==> src/rtl/lsu_writeback.sv <==
// Memory-access / write-back stage: runs loads and stores over a req/ack bus,
// aligns and extends load data, and drives the register-file write port.
module lsu_writeback #(
  parameter int XLEN     = 32,
  parameter int RADDR_W  = 5,
  parameter int MAX_WAIT = 15
) (
  input  logic               clk,
  input  logic               rst,
  input  logic               in_valid,
  output logic               in_ready,
  input  logic               in_mem,
  input  logic               in_store,
  input  logic [2:0]         in_funct3,
  input  logic               in_wen,
  input  logic [RADDR_W-1:0] in_rd,
  input  logic [XLEN-1:0]    in_result,
  input  logic [XLEN-1:0]    in_sdata,
  output logic               mem_req,
  output logic               mem_we,
  output logic [XLEN-1:0]    mem_addr,
  output logic [3:0]         mem_be,
  output logic [XLEN-1:0]    mem_wdata,
  input  logic               mem_ack,
  input  logic [XLEN-1:0]    mem_rdata,
  output logic               wb_we,
  output logic [RADDR_W-1:0] wb_waddr,
  output logic [XLEN-1:0]    wb_wdata,
  output logic               err
);

  localparam int CNT_W = (MAX_WAIT > 1) ? $clog2(MAX_WAIT + 1) : 1;

  typedef enum logic [1:0] {IDLE, ACCESS, WB} state_t;

  state_t             state, state_next;
  logic [RADDR_W-1:0] rd_q;
  logic [2:0]         funct3_q;
  logic [1:0]         lane_q;
  logic               store_q;
  logic [CNT_W-1:0]   wait_cnt;

  logic               accept, misaligned, ack_hit, timeout;
  logic [3:0]         be_next;
  logic [XLEN-1:0]    wdata_next;

  function automatic logic [XLEN-1:0] align_load(input logic [XLEN-1:0] word,
                                                 input logic [1:0] lane,
                                                 input logic [2:0] f3);
    logic [XLEN-1:0] sh;
    sh = word >> {lane, 3'b000};
    case (f3)
      3'b000:  return {{(XLEN-8){sh[7]}}, sh[7:0]};
      3'b001:  return {{(XLEN-16){sh[15]}}, sh[15:0]};
      3'b100:  return {{(XLEN-8){1'b0}}, sh[7:0]};
      3'b101:  return {{(XLEN-16){1'b0}}, sh[15:0]};
      default: return sh;
    endcase
  endfunction

  assign in_ready = (state == IDLE);

  // NOTE: every signal written here gets a default first, so no path can infer a latch.
  always_comb begin
    accept     = in_valid && in_ready;
    misaligned = ((in_funct3[1:0] == 2'b01) && in_result[0]) ||
                 (in_funct3[1] && (in_result[1:0] != 2'b00));
    ack_hit    = (state == ACCESS) && mem_req && mem_ack;
    timeout    = (MAX_WAIT != 0) && (state == ACCESS) && mem_req && !mem_ack &&
                 (wait_cnt == CNT_W'(MAX_WAIT - 1));
    be_next    = 4'b1111;
    wdata_next = in_sdata;
    case (in_funct3[1:0])
      2'b00: begin
        be_next    = 4'b0001 << in_result[1:0];
        wdata_next = {4{in_sdata[7:0]}};
      end
      2'b01: begin
        be_next    = 4'b0011 << {in_result[1], 1'b0};
        wdata_next = {2{in_sdata[15:0]}};
      end
      default: ;
    endcase

    state_next = state;
    case (state)
      IDLE:    if (accept && in_mem && !misaligned) state_next = ACCESS;
      // mem_req already low in ACCESS means the timeout cycle is being shown.
      ACCESS:  if (ack_hit) state_next = store_q ? IDLE : WB;
               else if (!mem_req) state_next = IDLE;
      WB:      state_next = IDLE;
      default: state_next = IDLE;
    endcase
  end

  // NOTE: reset here is synchronous -- rst is sampled only on the clock edge.
  always_ff @(posedge clk) begin
    if (rst) state <= IDLE;
    else     state <= state_next;
  end

  // NOTE: sequential state uses non-blocking assignments so all registers update together.
  always_ff @(posedge clk) begin
    if (rst) begin
      mem_req   <= 1'b0;
      mem_we    <= 1'b0;
      mem_addr  <= '0;
      mem_be    <= '0;
      mem_wdata <= '0;
      wb_we     <= 1'b0;
      wb_waddr  <= '0;
      wb_wdata  <= '0;
      err       <= 1'b0;
      rd_q      <= '0;
      funct3_q  <= '0;
      lane_q    <= '0;
      store_q   <= 1'b0;
      wait_cnt  <= '0;
    end else begin
      // Write-back and error are single-cycle pulses unless set below.
      wb_we    <= 1'b0;
      wb_waddr <= '0;
      wb_wdata <= '0;
      err      <= 1'b0;
      case (state)
        IDLE: if (accept) begin
          if (!in_mem) begin
            if (in_wen && (in_rd != '0)) begin
              wb_we    <= 1'b1;
              wb_waddr <= in_rd;
              wb_wdata <= in_result;
            end
          end else if (misaligned) begin
            err <= 1'b1;
          end else begin
            mem_req   <= 1'b1;
            mem_we    <= in_store;
            mem_addr  <= {in_result[XLEN-1:2], 2'b00};
            mem_be    <= be_next;
            mem_wdata <= in_store ? wdata_next : '0;
            rd_q      <= in_rd;
            funct3_q  <= in_funct3;
            lane_q    <= in_result[1:0];
            store_q   <= in_store;
            wait_cnt  <= '0;
          end
        end
        ACCESS: begin
          if (ack_hit || timeout) begin
            mem_req   <= 1'b0;
            mem_we    <= 1'b0;
            mem_addr  <= '0;
            mem_be    <= '0;
            mem_wdata <= '0;
          end
          if (ack_hit) begin
            if (!store_q && (rd_q != '0)) begin
              wb_we    <= 1'b1;
              wb_waddr <= rd_q;
              wb_wdata <= align_load(mem_rdata, lane_q, funct3_q);
            end
          end else if (timeout) begin
            err <= 1'b1;
          end else if (mem_req) begin
            wait_cnt <= wait_cnt + CNT_W'(1);
          end
        end
        default: ;
      endcase
    end
  end

endmodule
==> config.mk <==
export PLATFORM = sky130hd
export DESIGN_NAME = lsu_writeback
export DESIGN_NICKNAME = d
export VERILOG_FILES = /design/src/rtl/lsu_writeback.sv
export SDC_FILE = /design/constraint.sdc
export NUM_CORES = 1
export LEC_CHECK = 0
export BUFFER_PORTS_ARGS = -buffer_cell sky130_fd_sc_hd__clkbuf_2
export CAP_MARGIN = 40
export CORE_ASPECT_RATIO = 1.25
export CORE_MARGIN = 3
export CORE_UTILIZATION = 52
export CTS_CLUSTER_SIZE = 24
export DETAILED_ROUTE_END_ITERATION = 10
export GPL_ROUTABILITY_DRIVEN = 1
export HOLD_SLACK_MARGIN = 0.05
export PLACE_DENSITY_LB_ADDON = 0.12
export REMOVE_ABC_BUFFERS = 1
export SETUP_SLACK_MARGIN = 0.4
export SYNTH_ARGS = -nofsm -noshare
export SYNTH_HDL_FRONTEND = slang
export SYNTH_SLANG_ARGS = --single-unit
==> constraint.sdc <==
create_clock -name clk -period 3.2 [get_ports clk]
set_input_delay 0.64 -clock clk [delete_from_list [all_inputs] [get_ports clk]]
set_output_delay 0.64 -clock clk [all_outputs]
set_load 0.01 [all_outputs]
==> results of run 1 <==
[state kept, by name (all words and copies together), names as in the netlist]
name	cells
err	1
funct3_q	3
lane_q	2
mem_addr	30
mem_be	4
mem_req	1
mem_wdata	32
mem_we	1
rd_q	5
state	2
store_q	1
wait_cnt	4
wb_waddr	5
wb_wdata	32
wb_we	1
[worst max-delay path by stage]
stage / cells past startpoint / startpoint / slack [ns] / to
global placement: 7 / in_funct3[1] / 0.77 / mem_addr[30]
finish: 5 / lane_q[1] / 0.93 / wb_wdata[17]
detailed placement: 7 / in_funct3[1] / 0.67 / mem_wdata[7]
floorplan: 6 / wait_cnt[0] / -0.28 / mem_addr[11]
global route: 5 / lane_q[1] / 0.75 / wb_wdata[16]
CTS: 5 / lane_q[1] / 0.94 / wb_wdata[17]
[logic make-up (layout without fill, tap and decap cells)]
group	Yosys count	count (layout)	share of synthesized area [%]
AO/OA/AOI/OAI	148	148	22.62
adder cells (fa/ha/maj)	2	2	0.4717
flip-flops	124	124	46.80
AND/OR/NAND/NOR	130	130	13.92
other	1	2	0.07070
multiplexers	46	46	11.18
buffers and inverters	45	267	4.600
XOR/XNOR	2	2	0.3303
[power by group]
group	total (mW)	internal (mW)	leakage [nW]	switching, mW
combinational	0.388	0.173	1.89	0.215
clock	1.91	1.26	0.295	0.650
sequential	1.61	1.59	1.00	0.0263
total	3.91	3.02	3.19	0.891
[placed cells by master (no fill, tap or decap), types with 2 or more instances in the layout]
master	Yosys	layout
clkbuf_2	0	218
dfxtp_1	124	124
a22o_1	42	42
nand2_1	36	36
nor2_1	35	34
mux2i_1	21	21
a21oi_1	18	18
clkbuf_16	0	17
a221o_1	16	16
mux2_2	16	16
o2bb2ai_1	14	14
buf_4	3	12
nand4b_1	11	11
o31ai_1	11	11
and2_1	9	9
mux4_2	9	9
a221oi_1	8	8
a32oi_1	8	8
nand2b_1	7	7
o21ai_0	7	7
a22oi_1	6	6
clkbuf_8	0	6
a21o_1	5	5
inv_1	5	5
nand3_1	4	4
nor3_1	4	4
and3b_1	3	3
o32ai_1	3	3
clkinv_2	0	3
o21ai_1	2	2
nor2b_1	2	2
nand3b_1	2	2
and3_1	2	2
ha_1	2	2
conb_1	1	2
bufinv_16	0	2
clkbuf_1	14	2
[final cells by class]
type	instances	area share [%]
clock buffer	25	7.331
multi-input combinational	330	36.83
sequential	124	35.30
tap	126	2.242
inverter	6	0.3203
clock inverter	6	1.174
timing repair buffer	230	16.80
[layer usage]
| metal | vias up | track usage (%) | share of wire [%] |
|---|---|---|---|
| met4 | 0 | 11.75 | 2.9 |
| met1 | 2369 | 31.20 | 39 |
| met5 | - | 0 | 0 |
| met3 | 32 | 7.265 | 7.7 |
| li1 | 2333 | - | - |
| met2 | 215 | 47.00 | 50 |
==> flow_summary.toml, run 1 <==
[status]
status = "complete, no violations"

[clock_network]
clock_tree.htree_level_count = 4
cts_resized = 0
cts.path.max_buffers = 2
cts_hold_buf = 0
root_buffer = "clkbuf_16"
cts_buffers = 17
cts_sinks = 124
path_clk_slew_ns = 0.05
postCtsSetupBuffers = 0
cts_tree = "done"
clk_latency_ns = 0.40

[cells_and_area]
final_util_pct = 72.05
num_antenna_cells = 0
final_cell_count_no_fill = 847
multiInputGateArea_um2 = 2590
syn_to_final_growth_pct = 32.58
fillers = 768
regArea_um2 = 2482
post-route-cell-area_um2 = 7032
nNetsFinal = 822
drive_above_1_share_pct = 41.05

[logic_synthesis]
ys.warnings.count = 0
netlist_instances = 498
seq_area_frac_synth_pct = 46.80
synth_edf_count = 0
synthDistinctLibCells = 60
yosys.area.top_type = "dfxtp_1"
postSynthAreaPerCell_um2 = 10.65
synthTopCellsByCount = "124 x dfxtp_1, 42 x a22o_1, 36 x nand2_1"
ys_ff_latch = 124
yosys-top-cells-area = "dfxtp_1 47%, a22o_1 6.9%, mux2i_1 4.0%"
ys.flop_type = "dfxtp_1"
ys_async_sr_fraction_pct = 0
synth.top_cell.area_share_pct = 46.80
synth_most_common_cell = "dfxtp_1"
synth_area_um2 = 5304

[worst_setup_path]
crit_chain = "buf_4 > nand2b_1 > a311o_1 > nor4_4 > a221o_1"
critPathArrivalTime_ns = 2.61
max_stage_delay_ns = 0.76
slowest_stage = "nor4_4"
ff2ff_setup_slack_ns = 0.93
worstSetupEndpointType = "flip-flop"
crit_family = "simple AND/OR/NAND/NOR gates"
crit_required_ns = 3.54
worst_setup_path_start_kind = "flip-flop"
reg2reg_from = "lane_q[1]"
crit_buf_inv = 1
crit_type = "reg2reg"
rr_endpoint = "wb_wdata[17]"
reg2reg_depth = 5
crit_fanout = 16

[placement]
placed_cell_area_um2 = 6434
dp_hpwl_mm = 11.63
post-place-ws_ns = 0.6714
place_inst = 816
gp_congestion = 0.8320
io_buffers = 218

[floorplan]
die-area_um2 = 11460
io_pins = 221
fp.coreArea_um2 = 9759
initial_core_util_pct = 54.35
num_rows = 40
die_w_um = 96.33
die_y_um = 118.9

[global_route]
grt_pass1_vias = 4976
grt_pass1_wl_mm = 24.56
grt-ovfl-total = 0
grt_max_degree = 55
grt_antenna_before_repair = 0
grt_usage_pct = 27.34

[timing]
fmax_mhz = 440.7
worst_hold_slack_ns = 0.4512
fin_crit_sh_pct = 70.91
finClkSkew_ns = 0.005929
fin_tns_setup_ns = 0
finalSetupViolCount = 0
worst_slack_ns = 0.9309
worstMarginPinSlew_ns = 0.9006
slew_violations = 0
rsz0062_at_grt = "no"
finalHoldViolCount = 0
relSlewSlack_pct = 39.51
fin_crit_ns = 2.269

[route]
drc = 0
wl_mm = 15.84
ant_nets = 0
drt_iter0_markers = 244
viasPerCell = 5.843
vias = 4949
routedWlPerCell_um = 18.70
first_pass_iters = 5

[hold_path]
min_path_cells = 1
min-delay-start = "mem_we"
hold_class = "reg2reg"
min_to = "mem_we"

[power]
p_per_area_nw_per_um2 = 556.4
p_leak_nw = 3.187
power_mw = 3.913
peakVddDrop_uv = 367.3

[flow_run]
maxCapViolCount = 0
(Power assumes the default switching activity.)
==> inputs of run 2 (changes only) <==
--- a/config.mk
+++ b/config.mk
@@ -9,7 +9,7 @@
 export CAP_MARGIN = 40
 export CORE_ASPECT_RATIO = 1.25
 export CORE_MARGIN = 3
-export CORE_UTILIZATION = 52
+export CORE_UTILIZATION = 48
 export CTS_CLUSTER_SIZE = 24
 export DETAILED_ROUTE_END_ITERATION = 10
 export GPL_ROUTABILITY_DRIVEN = 1
==> constraint.sdc (replaced) <==
create_clock -name clk -period 2.18 [get_ports clk]
set_input_delay 0.436 -clock clk [delete_from_list [all_inputs] [get_ports clk]]
set_output_delay 0.436 -clock clk [all_outputs]
set_load 0.01 [all_outputs]
==> run 2 against run 1 <==
Effect of this change:
- via count up 2.6%
- fmax up 25%
- global-route usage down 0.24 points
- non-clock buffer count up 27
- count of clock-buffer cells in the layout down 8
- die area up 7.9%
- largest cell class unchanged
==> flow_summary.toml, run 2 (synthesized netlist as in run 1, its figures left out) <==
[power]
p_leak_nw = 3.406
p_per_area_nw_per_um2 = 822.5
peakVddDrop_uv = 494.7
power.internal_mw = 4.692
p_clk_share_pct = 51.1
sw_frac_of_total_pct = 24.04
p_sw_mw = 1.485
p_seq_share_pct = 38.2
power_frac_comb_pct = 10.7

[floorplan]
io_pins = 221
die-area_um2 = 12360
die_y_um = 123.5
num_rows = 42
die_w_um = 100.0
initial_core_util_pct = 49.72
fp.coreArea_um2 = 10670

[timing]
fin_crit_sh_pct = 83.52
finClkSkew_ns = 0.009770
fmax_mhz = 549.2
worstMarginPinSlew_ns = 0.5856
worst_slack_ns = 0.3593
finalHoldViolCount = 0
finalSetupViolCount = 0
fin_crit_ns = 1.821
slew_violations = 0
relSlewSlack_pct = 60.82
rsz0062_at_grt = "yes"

[worst_setup_path]
max_stage_delay_ns = 0.57
slowest_stage = "or4_4"
crit_buf_inv = 1
crit_chain = "or4_4 > o211ai_4 > buf_6 > nor3_4 > a221o_1"
crit_fanout = 8
crit_required_ns = 2.47
crit_family = "simple AND/OR/NAND/NOR gates"
worstSetupEndpointType = "flip-flop"
critPathArrivalTime_ns = 2.11
crit_type = "reg2reg"
worst_setup_path_start_kind = "flip-flop"

[hold_path]
hold_class = "in2reg"

[global_route]
grt_usage_pct = 27.09
grt_pass1_wl_mm = 25.99
grt_max_degree = 29
grt_antenna_before_repair = 0
grt_pass1_vias = 5119
grt-ovfl-total = 0

[cells_and_area]
fillers = 857
drive_above_1_share_pct = 45.93
layout_commonest_cell = "clkbuf_2"
syn_to_final_growth_pct = 41.59
nNetsFinal = 849
mostFrequentLayoutCells = "218 x clkbuf_2, 118 x dfxtp_1, 42 x a22o_1"
final_cell_count_no_fill = 881
num_antenna_cells = 0
top_regs = "mem_wdata (32), wb_wdata (32), mem_addr (30)"

[clock_network]
cts_tree = "done"
cts_buffers = 17
path_clk_slew_ns = 0.06
cts.path.max_buffers = 2
clk_latency_ns = 0.42
clock_tree.htree_level_count = 4
cts_hold_buf = 0
root_buffer = "clkbuf_16"
cts_sinks = 124

[placement]
gp_congestion = 0.8596
io_buffers = 218
place_inst = 834
dp_hpwl_mm = 12.08
post-place-ws_ns = 0.1156

[route]
ant_nets = 0
wl_mm = 16.93
drt_iter0_markers = 237
drc = 0
first_pass_iters = 4
routedWlPerCell_um = 19.21
vias = 5080
viasPerCell = 5.766

[status]
status = "complete, no violations"

[flow_run]
maxCapViolCount = 0
==> run 2: cell types whose count changed in the layout (fill, tap and decap cells not counted), moves of 3 or more <==
cell,delta
buf_12,+3
buf_4,+14
buf_6,+6
bufinv_16,+3
clkbuf_8,-6
clkinv_2,-3
clkinv_4,+5
dfxtp_1,-6
dfxtp_2,+5
inv_6,+4
==> run 2: power groups by stage <==
stage	logic [mW]	registers (mW)	clock network (mW)
global placement	0.579	2.41	0
CTS	0.632	2.36	3.19
finish	0.659	2.36	3.16
floorplan	0.242	2.44	0
global route	0.712	2.37	3.30
detailed placement	0.588	2.41	0
==> run 2: layout make-up <==
type	instances	area (µm²)	area share, %
repair buffers	257	1519	20.23
flip-flops and latches	124	2492	33.19
clock buffers	17	425.4	5.665
clock inverters	15	236.5	3.149
inverters	6	22.52	0.2999
multi-input cells	330	2649	35.27
well taps	132	165.2	2.199
==> run 2: worst paths after layout <==
check / startpoint / end / slack, ns / depth (start not counted)
setup / recovery: rd_q[4] / wb_wdata[21] / 0.36 / 5
hold / removal: in_funct3[2] / funct3_q[2] / 0.24 / 3
setup reg to reg: rd_q[4] / wb_wdata[21] / 0.36 / 5
hold reg to reg: mem_we / mem_we / 0.45 / 1
==> run 2: layer usage <==
layer	up-vias	GRT usage, %	wire, µm
met5	-	0	0
met4	0	11.71	392
met3	31	8.521	1551
met2	257	48.12	8626
met1	2410	29.61	6356
li1	2382	-	-
==> run 2: timing repair <==
item / in CTS / in global routing
cloned: 2 / 2
pin swaps: 6 / 8
endpoints found under the setup margin: 85 / 74
resized for setup: 15 / 17
buffers inserted: 9 / 2
==> run 2: stage by stage <==
stage / hold WS [ns] / cell area (µm²) / setup TNS [ns] / util [%] / power, mW
floorplan: 0.4385 / 5086 / -68.69 / - / 2.677
global placement: 0.4376 / 6556 / 0 / 61.46 / 2.987
detailed placement: 0.4405 / 6556 / 0 / 61.46 / 2.999
CTS: 0.2312 / 7408 / 0 / 69.45 / 6.181
global route: 0.2373 / 7510 / 0 / 70.40 / 6.376
finish: 0.2411 / 7510 / 0 / 70.40 / 6.177
==> run 2: worst reg2reg max path: stages, from the launching register on <==
cell	delay, ns
dfxtp_2	0.32
or4_4	0.58
o211ai_4	0.23
buf_6	0.16
nor3_4	0.07
a221o_1	0.35
==> inputs of run 3 (changes only) <==
--- a/config.mk
+++ b/config.mk
@@ -5,11 +5,12 @@
 export SDC_FILE = /design/constraint.sdc
 export NUM_CORES = 1
 export LEC_CHECK = 0
+export ABC_AREA = 1
 export BUFFER_PORTS_ARGS = -buffer_cell sky130_fd_sc_hd__clkbuf_2
 export CAP_MARGIN = 40
 export CORE_ASPECT_RATIO = 1.25
 export CORE_MARGIN = 3
-export CORE_UTILIZATION = 48
+export CORE_UTILIZATION = 45
 export CTS_CLUSTER_SIZE = 24
 export DETAILED_ROUTE_END_ITERATION = 10
 export GPL_ROUTABILITY_DRIVEN = 1
==> constraint.sdc (replaced) <==
create_clock -name clk -period 1.6 [get_ports clk]
set_input_delay 0.32 -clock clk [delete_from_list [all_inputs] [get_ports clk]]
set_output_delay 0.32 -clock clk [all_outputs]
set_load 0.01 [all_outputs]
==> run 3 against run 2 <==
Effect of this change:
- power up 44%
- clock power up 24%
- wire length is 52% higher
- critical path depth is 7 higher
- sequential cell count did not move
- final cell count is 49% higher
- count of clock-buffer cells in the layout increased by 3
- synthesized area grew 9.2%
- global-route usage grew 2.7 points
- sequential power is 39% higher
- cell area is 42% higher
- synthesized cell count grew 68%
- largest cell class unchanged
==> flow_summary.toml, run 3 <==
[floorplan]
die-area_um2 = 14270
io_pins = 221
num_rows = 45
fp.coreArea_um2 = 12390
die_y_um = 132.8
die_w_um = 107.5
initial_core_util_pct = 46.75

[hold_path]
hold_class = "in2reg"
min-delay-start = "in_sdata[2]"

[timing]
fin_tns_setup_ns = 0
finalHoldViolCount = 0
finClkSkew_ns = 0.01050
worst_hold_slack_ns = 0.1421
relSlewSlack_pct = 56.52
fin_crit_ns = 1.593
worstMarginPinSlew_ns = 0.6515
worst_slack_ns = 0.007405
fmax_mhz = 627.9
fin_crit_sh_pct = 99.54
rsz0062_at_grt = "yes"
slew_violations = 0
finalSetupViolCount = 0

[global_route]
grt_max_degree = 42
grt_antenna_before_repair = 0
grt_usage_pct = 29.79
grt_pass1_vias = 6645
grt-ovfl-total = 0
grt_pass1_wl_mm = 33.30

[logic_synthesis]
synth.top_cell.area_share_pct = 42.87
synth_area_um2 = 5791
synth_most_common_cell = "nand2_1"
seq_area_frac_synth_pct = 42.87
ys.warnings.count = 0
ys_async_sr_fraction_pct = 0
postSynthAreaPerCell_um2 = 6.902
netlist_instances = 839
yosys.area.top_type = "dfxtp_1"
ys_ff_latch = 124
synthDistinctLibCells = 34
ys.flop_type = "dfxtp_1"
synth_edf_count = 0
yosys-top-cells-area = "dfxtp_1 43%, nand2_1 17%, a21oi_1 10%"
synthTopCellsByCount = "259 x nand2_1, 124 x dfxtp_1, 121 x a21oi_1"

[worst_setup_path]
crit_chain = "inv_2 > ha_4 > inv_4 > nor2_4 > o21ai_4 > nand2_4 > clkinv_4 > buf_6 > buf_12 > clkbuf_16 > nand2_4 > a21oi_2"
ff2ff_setup_slack_ns = 0.007
crit_fanout = 4
max_stage_delay_ns = 0.33
path_common_cell = "nand2_4"
crit_buf_inv = 6
crit_type = "reg2reg"
rr_endpoint = "mem_addr[6]"
critPathArrivalTime_ns = 1.94
worstSetupEndpointType = "flip-flop"
slowest_stage = "dfxtp_2"
reg2reg_from = "wait_cnt[0]"
worstSetupEndpoint = "mem_addr[6]"
path_depth = 12
crit_start = "wait_cnt[0]"
worst_setup_path_start_kind = "flip-flop"
crit_required_ns = 1.95
crit_family = "buffers and inverters"
reg2reg_depth = 12

[route]
vias = 7330
routedWlPerCell_um = 19.66
wl_mm = 25.77
drc = 0
viasPerCell = 5.591
drt_iter0_markers = 605
ant_nets = 0
first_pass_iters = 6

[cells_and_area]
fillers = 694
num_antenna_cells = 0
nNetsFinal = 1247
drive_above_1_share_pct = 58.94
final_cell_count_no_fill = 1311
layout_commonest_cell = "nand2_1"
final_util_pct = 85.99
top_regs = "mem_wdata (32), wb_wdata (32), mem_addr (30)"
syn_to_final_growth_pct = 83.95
mostFrequentLayoutCells = "204 x nand2_1, 125 x clkbuf_2, 89 x buf_6"

[power]
p_leak_nw = 4.633
peakVddDrop_uv = 640.2
p_per_area_nw_per_um2 = 837.5

[placement]
io_buffers = 218
place_inst = 1202
gp_congestion = 0.8872
post-place-ws_ns = 0.03941
dp_hpwl_mm = 13.02

[clock_network]
cts_sinks = 124
path_clk_slew_ns = 0.06
cts_tree = "done"
cts_buffers = 17
cts.path.max_buffers = 2
root_buffer = "clkbuf_16"
clock_tree.htree_level_count = 4
clk_latency_ns = 0.42

[status]
status = "complete, no violations"

[flow_run]
maxCapViolCount = 0
==> run 3: logic make-up (layout without fill, tap and decap cells) <==
kind of cell	count (synthesis)	count (layout)	synth area share, %
buffers and inverters	98	404	8.189
other	1	2	0.06476
AND/OR/NAND/NOR	434	435	31.83
adder cells (fa/ha/maj)	2	2	0.4321
flip-flops	124	124	42.87
XOR/XNOR	2	2	0.3026
AO/OA/AOI/OAI	178	178	16.31
==> run 3: where the power goes <==
part / internal (mW) / leakage [nW] / switching [mW]
clock: 2.43 / 0.285 / 1.50
combinational: 0.784 / 3.30 / 0.935
sequential: 3.19 / 1.05 / 0.0869
total: 6.40 / 4.63 / 2.52
==> run 3: worst reg2reg max path, cell delays in order, from the launching register on <==
cell and delay, ns:
dfxtp_2 0.33, inv_2 0.05, ha_4 0.16, inv_4 0.05, nor2_4 0.04, o21ai_4 0.18
nand2_4 0.09, clkinv_4 0.07, buf_6 0.13, buf_12 0.12, clkbuf_16 0.16, nand2_4 0.05
a21oi_2 0.11
==> run 3: repair_timing <==
item,4_1_cts,5_1_grt
pin swaps,54,59
endpoints found under the setup margin,179,215
setup buffers,32,19
hold buffers,0,0
hold endpoints to repair,0,0
cloned,18,8
gates resized for setup,199,388
==> run 3: per-layer routing <==
metal	up-vias	wire [µm]	GRT usage (%)
met5	-	0	0
met4	0	1664	14.53
met3	122	2356	8.346
met2	451	12900	51.95
met1	3421	8851	32.95
li1	3336	-	-
==> run 3: worst min path at each step <==
stage	cells past startpoint	end	slack (ns)
after floorplan	1	mem_addr[10]	0.38
after global placement	2	wb_waddr[3]	0.45
after detailed placement	2	mem_be[3]	0.45
after CTS	3	mem_wdata[2]	0.14
after global routing	3	mem_wdata[2]	0.14
final	3	mem_wdata[2]	0.14
==> run 3: stage by stage <==
stage	power [mW]	area [µm²]
finish	8.921	10650
global route	9.171	10650
CTS	8.533	9105
detailed placement	4.336	7153
global placement	4.333	7153
floorplan	3.802	5479
==> run 3: layout make-up <==
class | instances | area (µm²) | share of cell area [%]
timing repair buffer | 330 | 3154 | 29.61
sequential | 124 | 2619 | 24.59
tap | 164 | 205.2 | 1.926
clock buffer | 20 | 466.7 | 4.382
inverter | 42 | 183.9 | 1.727
multi-input combinational | 619 | 3884 | 36.46
clock inverter | 12 | 138.9 | 1.304
